[config.mk]
export PLATFORM = sky130hd
export DESIGN_NAME = fb_write_queue_flat
export DESIGN_NICKNAME = d
export VERILOG_FILES = /design/src/rtl/fb_pkg.sv /design/src/rtl/fb_write_queue_if.sv /design/src/rtl/fb_wq_fifo.sv /design/src/rtl/fb_write_queue.sv /design/src/flat_wrapper.sv
export SDC_FILE = /design/constraint.sdc
export NUM_CORES = 1
export LEC_CHECK = 0
export CORE_MARGIN = 5
export CORE_UTILIZATION = 55
export DETAILED_ROUTE_END_ITERATION = 6
export DONT_BUFFER_PORTS = 1
export GPL_ROUTABILITY_DRIVEN = 0
export PLACE_DENSITY = 0.72
export SLEW_MARGIN = 5
export SYNTH_ARGS = -nofsm -noshare
export SYNTH_HDL_FRONTEND = slang
export SYNTH_SLANG_ARGS = --single-unit
[constraint.sdc]
create_clock -name clk_pixel -period 3.55 [get_ports clk_pixel]
set_input_delay 0.71 -clock clk_pixel [delete_from_list [all_inputs] [get_ports clk_pixel]]
set_output_delay 0.71 -clock clk_pixel [all_outputs]
set_load 0.01 [all_outputs]
[src/rtl/fb_pkg.sv]
// Shared types and widths for the frame-buffer write queue.
package fb_pkg;

  localparam int unsigned FB_AW = 12;
  localparam int unsigned FB_DW = 12;

  typedef enum logic [1:0] {
    StIdle  = 2'd0,
    StDrain = 2'd1,
    StClear = 2'd2
  } fb_wq_state_e;

endpackage

[src/rtl/fb_write_queue_if.sv]
// Frame-buffer RAM write port: the write queue is master, the raster arbiter is slave.
interface fb_write_queue_if
  import fb_pkg::*;
#(
  parameter int unsigned AW = FB_AW,
  parameter int unsigned DW = FB_DW
);

  logic          ram_req;
  logic          ram_gnt;
  logic [AW-1:0] ram_addr;
  logic [DW-1:0] ram_wdata;

  modport master (
    output ram_req,
    output ram_addr,
    output ram_wdata,
    input  ram_gnt
  );

  modport slave (
    input  ram_req,
    input  ram_addr,
    input  ram_wdata,
    output ram_gnt
  );

endinterface

[src/rtl/fb_wq_fifo.sv]
// Show-ahead FIFO for queued frame-buffer writes; pointers carry one extra wrap bit.
module fb_wq_fifo #(
  parameter int unsigned DEPTH = 8,
  parameter int unsigned WIDTH = 24
) (
  input  logic             clk_pixel,
  input  logic             rst_pixel,
  input  logic             i_push,
  input  logic             i_pop,
  input  logic [WIDTH-1:0] i_wdata,
  output logic [WIDTH-1:0] o_rdata,
  output logic             o_full,
  output logic             o_empty,
  output logic             o_last
);

  localparam int unsigned IW = $clog2(DEPTH);
  localparam int unsigned PW = IW + 1;

  logic [WIDTH-1:0] r_mem [DEPTH];
  logic [PW-1:0]    r_wr_ptr;
  logic [PW-1:0]    r_rd_ptr;
  logic [PW-1:0]    w_count;

  always_ff @(posedge clk_pixel) begin
    if (rst_pixel) begin
      r_wr_ptr <= '0;
      r_rd_ptr <= '0;
    end else begin
      if (i_push) r_wr_ptr <= r_wr_ptr + PW'(1);
      if (i_pop)  r_rd_ptr <= r_rd_ptr + PW'(1);
    end
  end

  // Storage needs no reset; pointers alone define which entries are live.
  always_ff @(posedge clk_pixel) begin
    if (i_push) r_mem[r_wr_ptr[IW-1:0]] <= i_wdata;
  end

  assign w_count = r_wr_ptr - r_rd_ptr;
  assign o_rdata = r_mem[r_rd_ptr[IW-1:0]];
  assign o_empty = (r_wr_ptr == r_rd_ptr);
  assign o_full  = (r_wr_ptr[IW] != r_rd_ptr[IW]) && (r_wr_ptr[IW-1:0] == r_rd_ptr[IW-1:0]);
  assign o_last  = (w_count == PW'(1));

endmodule

[src/rtl/fb_write_queue.sv]
// Frame-buffer write queue: buffers pixel writes, drains them to RAM, and sweeps the buffer to 0.
// Define FB_WQ_STATS_EN to add the saturating drop_cnt output.
module fb_write_queue
  import fb_pkg::*;
#(
  parameter int unsigned DEPTH = 8,
  parameter int unsigned AW    = FB_AW,
  parameter int unsigned DW    = FB_DW
) (
  input  logic              clk_pixel,
  input  logic              rst_pixel,
  input  logic [AW-1:0]     vid_fb_addr,
  input  logic [DW-1:0]     vid_fb_data,
  input  logic              vid_fb_we,
  input  logic              clr_start,
  fb_write_queue_if.master  ram_if,
  output logic              clr_busy,
  output logic              q_empty,
  output logic              ovf_sticky
`ifdef FB_WQ_STATS_EN
  ,
  output logic [15:0]       drop_cnt
`endif
);

  fb_wq_state_e     r_state;
  fb_wq_state_e     w_state_next;
  logic [AW-1:0]    r_clr_cnt;
  logic [AW-1:0]    w_clr_cnt_next;
  logic             r_clr_pend;
  logic             w_clr_pend_next;
  logic             r_ovf;
  logic             w_push;
  logic             w_pop;
  logic             w_drop;
  logic             w_full;
  logic             w_empty;
  logic             w_last;
  logic [AW+DW-1:0] w_head;

  // A pop frees the slot the same cycle, so a push into a full queue is still accepted then.
  assign w_pop  = (r_state == StDrain) && ram_if.ram_gnt;
  assign w_push = vid_fb_we && (!w_full || w_pop);
  assign w_drop = vid_fb_we && w_full && !w_pop;

  fb_wq_fifo #(
    .DEPTH (DEPTH),
    .WIDTH (AW + DW)
  ) u_fifo (
    .clk_pixel (clk_pixel),
    .rst_pixel (rst_pixel),
    .i_push    (w_push),
    .i_pop     (w_pop),
    .i_wdata   ({vid_fb_addr, vid_fb_data}),
    .o_rdata   (w_head),
    .o_full    (w_full),
    .o_empty   (w_empty),
    .o_last    (w_last)
  );

  always_comb begin
    w_state_next     = r_state;
    w_clr_cnt_next   = r_clr_cnt;
    w_clr_pend_next  = r_clr_pend;
    ram_if.ram_req   = 1'b0;
    ram_if.ram_addr  = '0;
    ram_if.ram_wdata = '0;
    clr_busy         = 1'b0;
    unique case (r_state)
      StIdle: begin
        if (clr_start || r_clr_pend) begin
          w_state_next    = StClear;
          w_clr_cnt_next  = '0;
          w_clr_pend_next = 1'b0;
        end else if (!w_empty) begin
          w_state_next = StDrain;
        end
      end
      StDrain: begin
        ram_if.ram_req   = 1'b1;
        ram_if.ram_addr  = w_head[AW+DW-1:DW];
        ram_if.ram_wdata = w_head[DW-1:0];
        if (clr_start) w_clr_pend_next = 1'b1;
        if (w_pop && w_last && !w_push) w_state_next = StIdle;
      end
      StClear: begin
        ram_if.ram_req  = 1'b1;
        ram_if.ram_addr = r_clr_cnt;
        clr_busy        = 1'b1;
        if (ram_if.ram_gnt) begin
          w_clr_cnt_next = r_clr_cnt + AW'(1);
          if (&r_clr_cnt) w_state_next = StIdle;
        end
      end
      default: w_state_next = StIdle;
    endcase
  end

  always_ff @(posedge clk_pixel) begin
    if (rst_pixel) begin
      r_state    <= StIdle;
      r_clr_cnt  <= '0;
      r_clr_pend <= 1'b0;
      r_ovf      <= 1'b0;
    end else begin
      r_state    <= w_state_next;
      r_clr_cnt  <= w_clr_cnt_next;
      r_clr_pend <= w_clr_pend_next;
      r_ovf      <= r_ovf | w_drop;
    end
  end

  assign q_empty    = w_empty;
  assign ovf_sticky = r_ovf;

`ifdef FB_WQ_STATS_EN
  logic [15:0] r_drop_cnt;

  always_ff @(posedge clk_pixel) begin
    if (rst_pixel) begin
      r_drop_cnt <= '0;
    end else if (w_drop && (r_drop_cnt != 16'hFFFF)) begin
      r_drop_cnt <= r_drop_cnt + 16'd1;
    end
  end

  assign drop_cnt = r_drop_cnt;
`endif

endmodule

[src/flat_wrapper.sv]
// flat-port wrapper written by rule: the top's interface ports become plain ports
module fb_write_queue_flat import fb_pkg::*;
#(
  parameter int unsigned DEPTH = 8,
  parameter int unsigned AW    = FB_AW,
  parameter int unsigned DW    = FB_DW
)
  (clk_pixel, rst_pixel, vid_fb_addr, vid_fb_data, vid_fb_we, clr_start, clr_busy, q_empty, ovf_sticky, ram_if_ram_req, ram_if_ram_addr, ram_if_ram_wdata, ram_if_ram_gnt);
  fb_write_queue_if #(.AW(AW), .DW(DW)) ram_if_i ();
  input  logic clk_pixel;
  input  logic rst_pixel;
  input  logic [AW-1:0] vid_fb_addr;
  input  logic [DW-1:0] vid_fb_data;
  input  logic vid_fb_we;
  input  logic clr_start;
  output logic clr_busy;
  output logic q_empty;
  output logic ovf_sticky;
  output wire logic [$bits(ram_if_i.ram_req)-1:0] ram_if_ram_req;
  output wire logic [$bits(ram_if_i.ram_addr)-1:0] ram_if_ram_addr;
  output wire logic [$bits(ram_if_i.ram_wdata)-1:0] ram_if_ram_wdata;
  input wire logic [$bits(ram_if_i.ram_gnt)-1:0] ram_if_ram_gnt;
  assign ram_if_ram_req = ram_if_i.ram_req;
  assign ram_if_ram_addr = ram_if_i.ram_addr;
  assign ram_if_ram_wdata = ram_if_i.ram_wdata;
  assign ram_if_i.ram_gnt = ram_if_ram_gnt;
  fb_write_queue #(.DEPTH(DEPTH), .AW(AW), .DW(DW)) u_core (.clk_pixel(clk_pixel), .rst_pixel(rst_pixel), .vid_fb_addr(vid_fb_addr), .vid_fb_data(vid_fb_data), .vid_fb_we(vid_fb_we), .clr_start(clr_start), .ram_if(ram_if_i), .clr_busy(clr_busy), .q_empty(q_empty), .ovf_sticky(ovf_sticky));
endmodule
==> impl_metrics.py <==
metrics = {
    "outcome": {
        "status": "finished, final reports clean",
    },
    "synth": {
        "synth-seq-cells": 219,
        "yosysWarnings": 0,
        "synth.most_common_cell": "edfxtp_1",
        "synth.avg_cell_area_um2": 18.1,
        "synth_top_family_by_area": "multiplexers",
        "synthMuxAreaShare_pct": 15.6,
        "ys_seq_area_share_pct": 71.6,
        "syn_nets": 525,
        "synth_cell_types": 42,
        "synthesis.area_um2": 8810,
        "synthTopCellsByArea": "edfxtp_1 (65%), mux4_2 (12%), dfxtp_1 (6.1%)",
        "synthXorXnorAreaFrac_pct": 1.69,
        "netlist.top_cell.by_area": "edfxtp_1",
        "synth_commonest_cells": "edfxtp_1 (192), mux4_2 (48), nor2_1 (41), dfxtp_1 (27)",
        "synth-adder-area-share_pct": 1.51,
        "synth_compound_area_share_pct": 2.37,
        "async_flop_share_pct": 0,
        "yosysTopAreaCellShare_pct": 65.5,
        "yosys.area_share.simple_pct": 5.54,
        "synth_edf_count": 192,
        "netlist_instances": 486,
        "synth_flop_cell": "edfxtp_1",
    },
    "hold_path": {
        "min_path_cells": 1,
        "hold_class": "in -> reg",
    },
    "timing": {
        "skew_ns": 0.0169,
        "setup_tns_ns": 0,
        "slew_headroom_pct": 44.4,
        "tightestPinTransition_ns": 0.821,
        "fin_crit_sh_pct": 89.8,
        "setup_viol": 0,
        "period_minus_slack_ns": 3.19,
        "max_freq_mhz": 314,
        "slew_violations": 0,
        "hold_viol": 0,
        "rsz0062_at_grt": "false",
    },
    "power_and_ir_drop": {
        "power.density_nw_per_um2": 627,
        "clkPwrFrac_pct": 39.9,
        "switching_share_pct": 23.7,
        "p_seq_share_pct": 47.5,
        "power.switching_uw": 1480,
        "cellLeakagePower_uw": 0.00309,
        "vdd.ir_drop.worst_mv": 0.438,
        "p_comb_share_pct": 12.6,
        "p_int_uw": 4740,
    },
    "clock_network": {
        "cts_tree": "yes",
        "h-tree-depth": 1,
        "clockBufferDepth": 3,
        "postCtsSetupBuffers": 0,
        "cts_buffers": 24,
        "post_cts_resized": 0,
        "ctsHoldBuffers": 0,
        "clk_pin_slew_ns": 0.06,
        "clock-sinks": 219,
        "clk_root_buffer_cell": "clkbuf_16",
        "insertion_delay_ns": 0.51,
    },
    "final_layout": {
        "ff_latch_area_um2": 6310,
        "drive_gt1_share_pct": 24.5,
        "area_delta_synth_final_pct": 12.5,
        "nNetsFinal": 543,
        "fill_cells": 1121,
        "multi_input_area_um2": 2380,
        "instances_no_fill": 738,
        "num_antenna_cells": 0,
    },
    "grt": {
        "grt_max_degree": 33,
        "grt_pass1_vias": 4569,
        "grt.overflow.total": 0,
        "grt_pass1_wl_um": 25800,
        "antenna_found_initial": 0,
        "grt_use_total_pct": 18.5,
    },
    "detailed_routing": {
        "num_vias": 4287,
        "drt_iter0_markers": 201,
        "ant_nets": 0,
        "routed_wl_um": 16600,
        "vias_per_cell": 5.81,
        "wire_per_inst_um": 22.5,
        "post-route-drc-count": 0,
        "dr.pass1.iters": 4,
    },
    "floorplanning": {
        "die-area_um2": 18600,
        "floorplan.initialDensity_pct": 55.8,
        "pin_count": 57,
        "die_w_um": 137,
        "die-height_um": 137,
        "core.rowCount": 46,
        "core_area_um2": 15800,
    },
    "worst_setup_path": {
        "worstSetupStartpointType": "flop",
        "criticalPathCategory": "reg -> out",
        "crit_path_end_kind": "output port",
        "ff2ff_path_depth": 8,
        "worst-path-max-fanout": 32,
        "arrival_ns": 2.48,
        "worstPathRequired_ns": 2.84,
    },
    "place": {
        "portBuffers": 0,
        "place_inst": 694,
        "dp_hpwl_um": 9710,
    },
    "job": {
        "maxCapViolCount": 0,
    },
}
registers in the layout, summed over array words and instances (netlist names), named ones only:
name,flops
u_core.ovf_sticky,1
u_core.r_clr_pend,1
u_core.u_fifo.r_rd_ptr,4
u_core.u_fifo.r_mem,192
u_core.r_state,2
u_core.r_clr_cnt,12
u_core.u_fifo.r_wr_ptr,4
power groups by stage:
stage | registers [µW] | clock network, µW | logic, µW
6_report | 2950 | 2480 | 781
5_1_grt | 2970 | 2630 | 859
4_1_cts | 2960 | 2520 | 793
3_5_place_dp | 3010 | 0 | 788
3_3_place_gp | 3010 | 0 | 770
2_1_floorplan | 2950 | 0 | 687
routing by layer:
metal | wire [µm] | up-vias | track usage, % | part of all wire, %
li1 | - | 1940 | - | -
met1 | 6880 | 2207 | 23.9 | 41
met2 | 8120 | 115 | 31.2 | 49
met3 | 1340 | 25 | 5.11 | 8.0
met4 | 303 | 0 | 5.15 | 1.8
met5 | 0 | - | 0 | 0
stage by stage:
step	hold WS [ns]	utilization [%]	setup WS (ns)	total power, µW	area [µm²]
global placement	0.462	57.8	0.858	3780	9110
floorplan	0.460	-	0.167	3630	8810
detailed placement	0.484	57.8	0.831	3800	9110
CTS	0.249	62.9	0.299	6270	9910
finish	0.265	62.9	0.362	6210	9910
global route	0.246	62.9	0.158	6460	9910
path summary, 6_finish.rpt:
check	from	endpoint	slack [ns]
setup reg to reg	u_core.u_fifo.r_wr_ptr[0]$_SDFFE_PP0P_	u_core.r_state[1]$_SDFFE_PP0P_	0.85
hold / removal	rst_pixel	u_core.r_clr_cnt[0]$_SDFFE_PP0P_	0.27
hold reg to reg	u_core.r_clr_pend$_SDFFE_PP0P_	u_core.r_clr_pend$_SDFFE_PP0P_	0.49
setup / recovery	flop	ram_if_ram_addr[2]	0.36
layout by cell type (no fill, tap or decap), types with 9 or more instances in the layout:
cell type | Yosys | final
edfxtp_1 | 192 | 192
mux4_2 | 48 | 48
nor2_1 | 41 | 35
dfxtp_1 | 27 | 25
clkbuf_16 | 0 | 25
mux2i_1 | 15 | 15
nand2_1 | 15 | 15
buf_4 | 0 | 15
mux2_2 | 12 | 12
a22oi_1 | 12 | 12
nor2b_1 | 12 | 12
inv_1 | 9 | 9
xor2_1 | 9 | 9
ha_1 | 9 | 9
critical path: stages, from the launching register on:
cell and delay, ns:
dfxtp_4 0.76, mux4_2 0.58, mux2_2 0.30, a22oi_1 0.20, nor2b_1 0.12
logic make-up (layout without fill, tap and decap cells):
kind of cell             count (synthesis)  in the layout
XOR/XNOR                                17             17
AND/OR/NAND/NOR                        101            101
buffers and inverters                   32             68
adder cells (fa/ha/maj)                 10             10
flip-flops                             219            219
AO/OA/AOI/OAI                           31             31
multiplexers                            76             76
final cells by class:
class                           count  share of cell area (%)
Tap cell                          216                    2.73
Timing Repair Buffer               15                    1.14
Multi-Input combinational cell    235                    24.0
Clock inverter                     17                    1.72
Clock buffer                       27                    6.39
Sequential cell                   219                    63.7
Inverter                            9                   0.341
No activity file was read; power rests on OpenSTA's default activity.
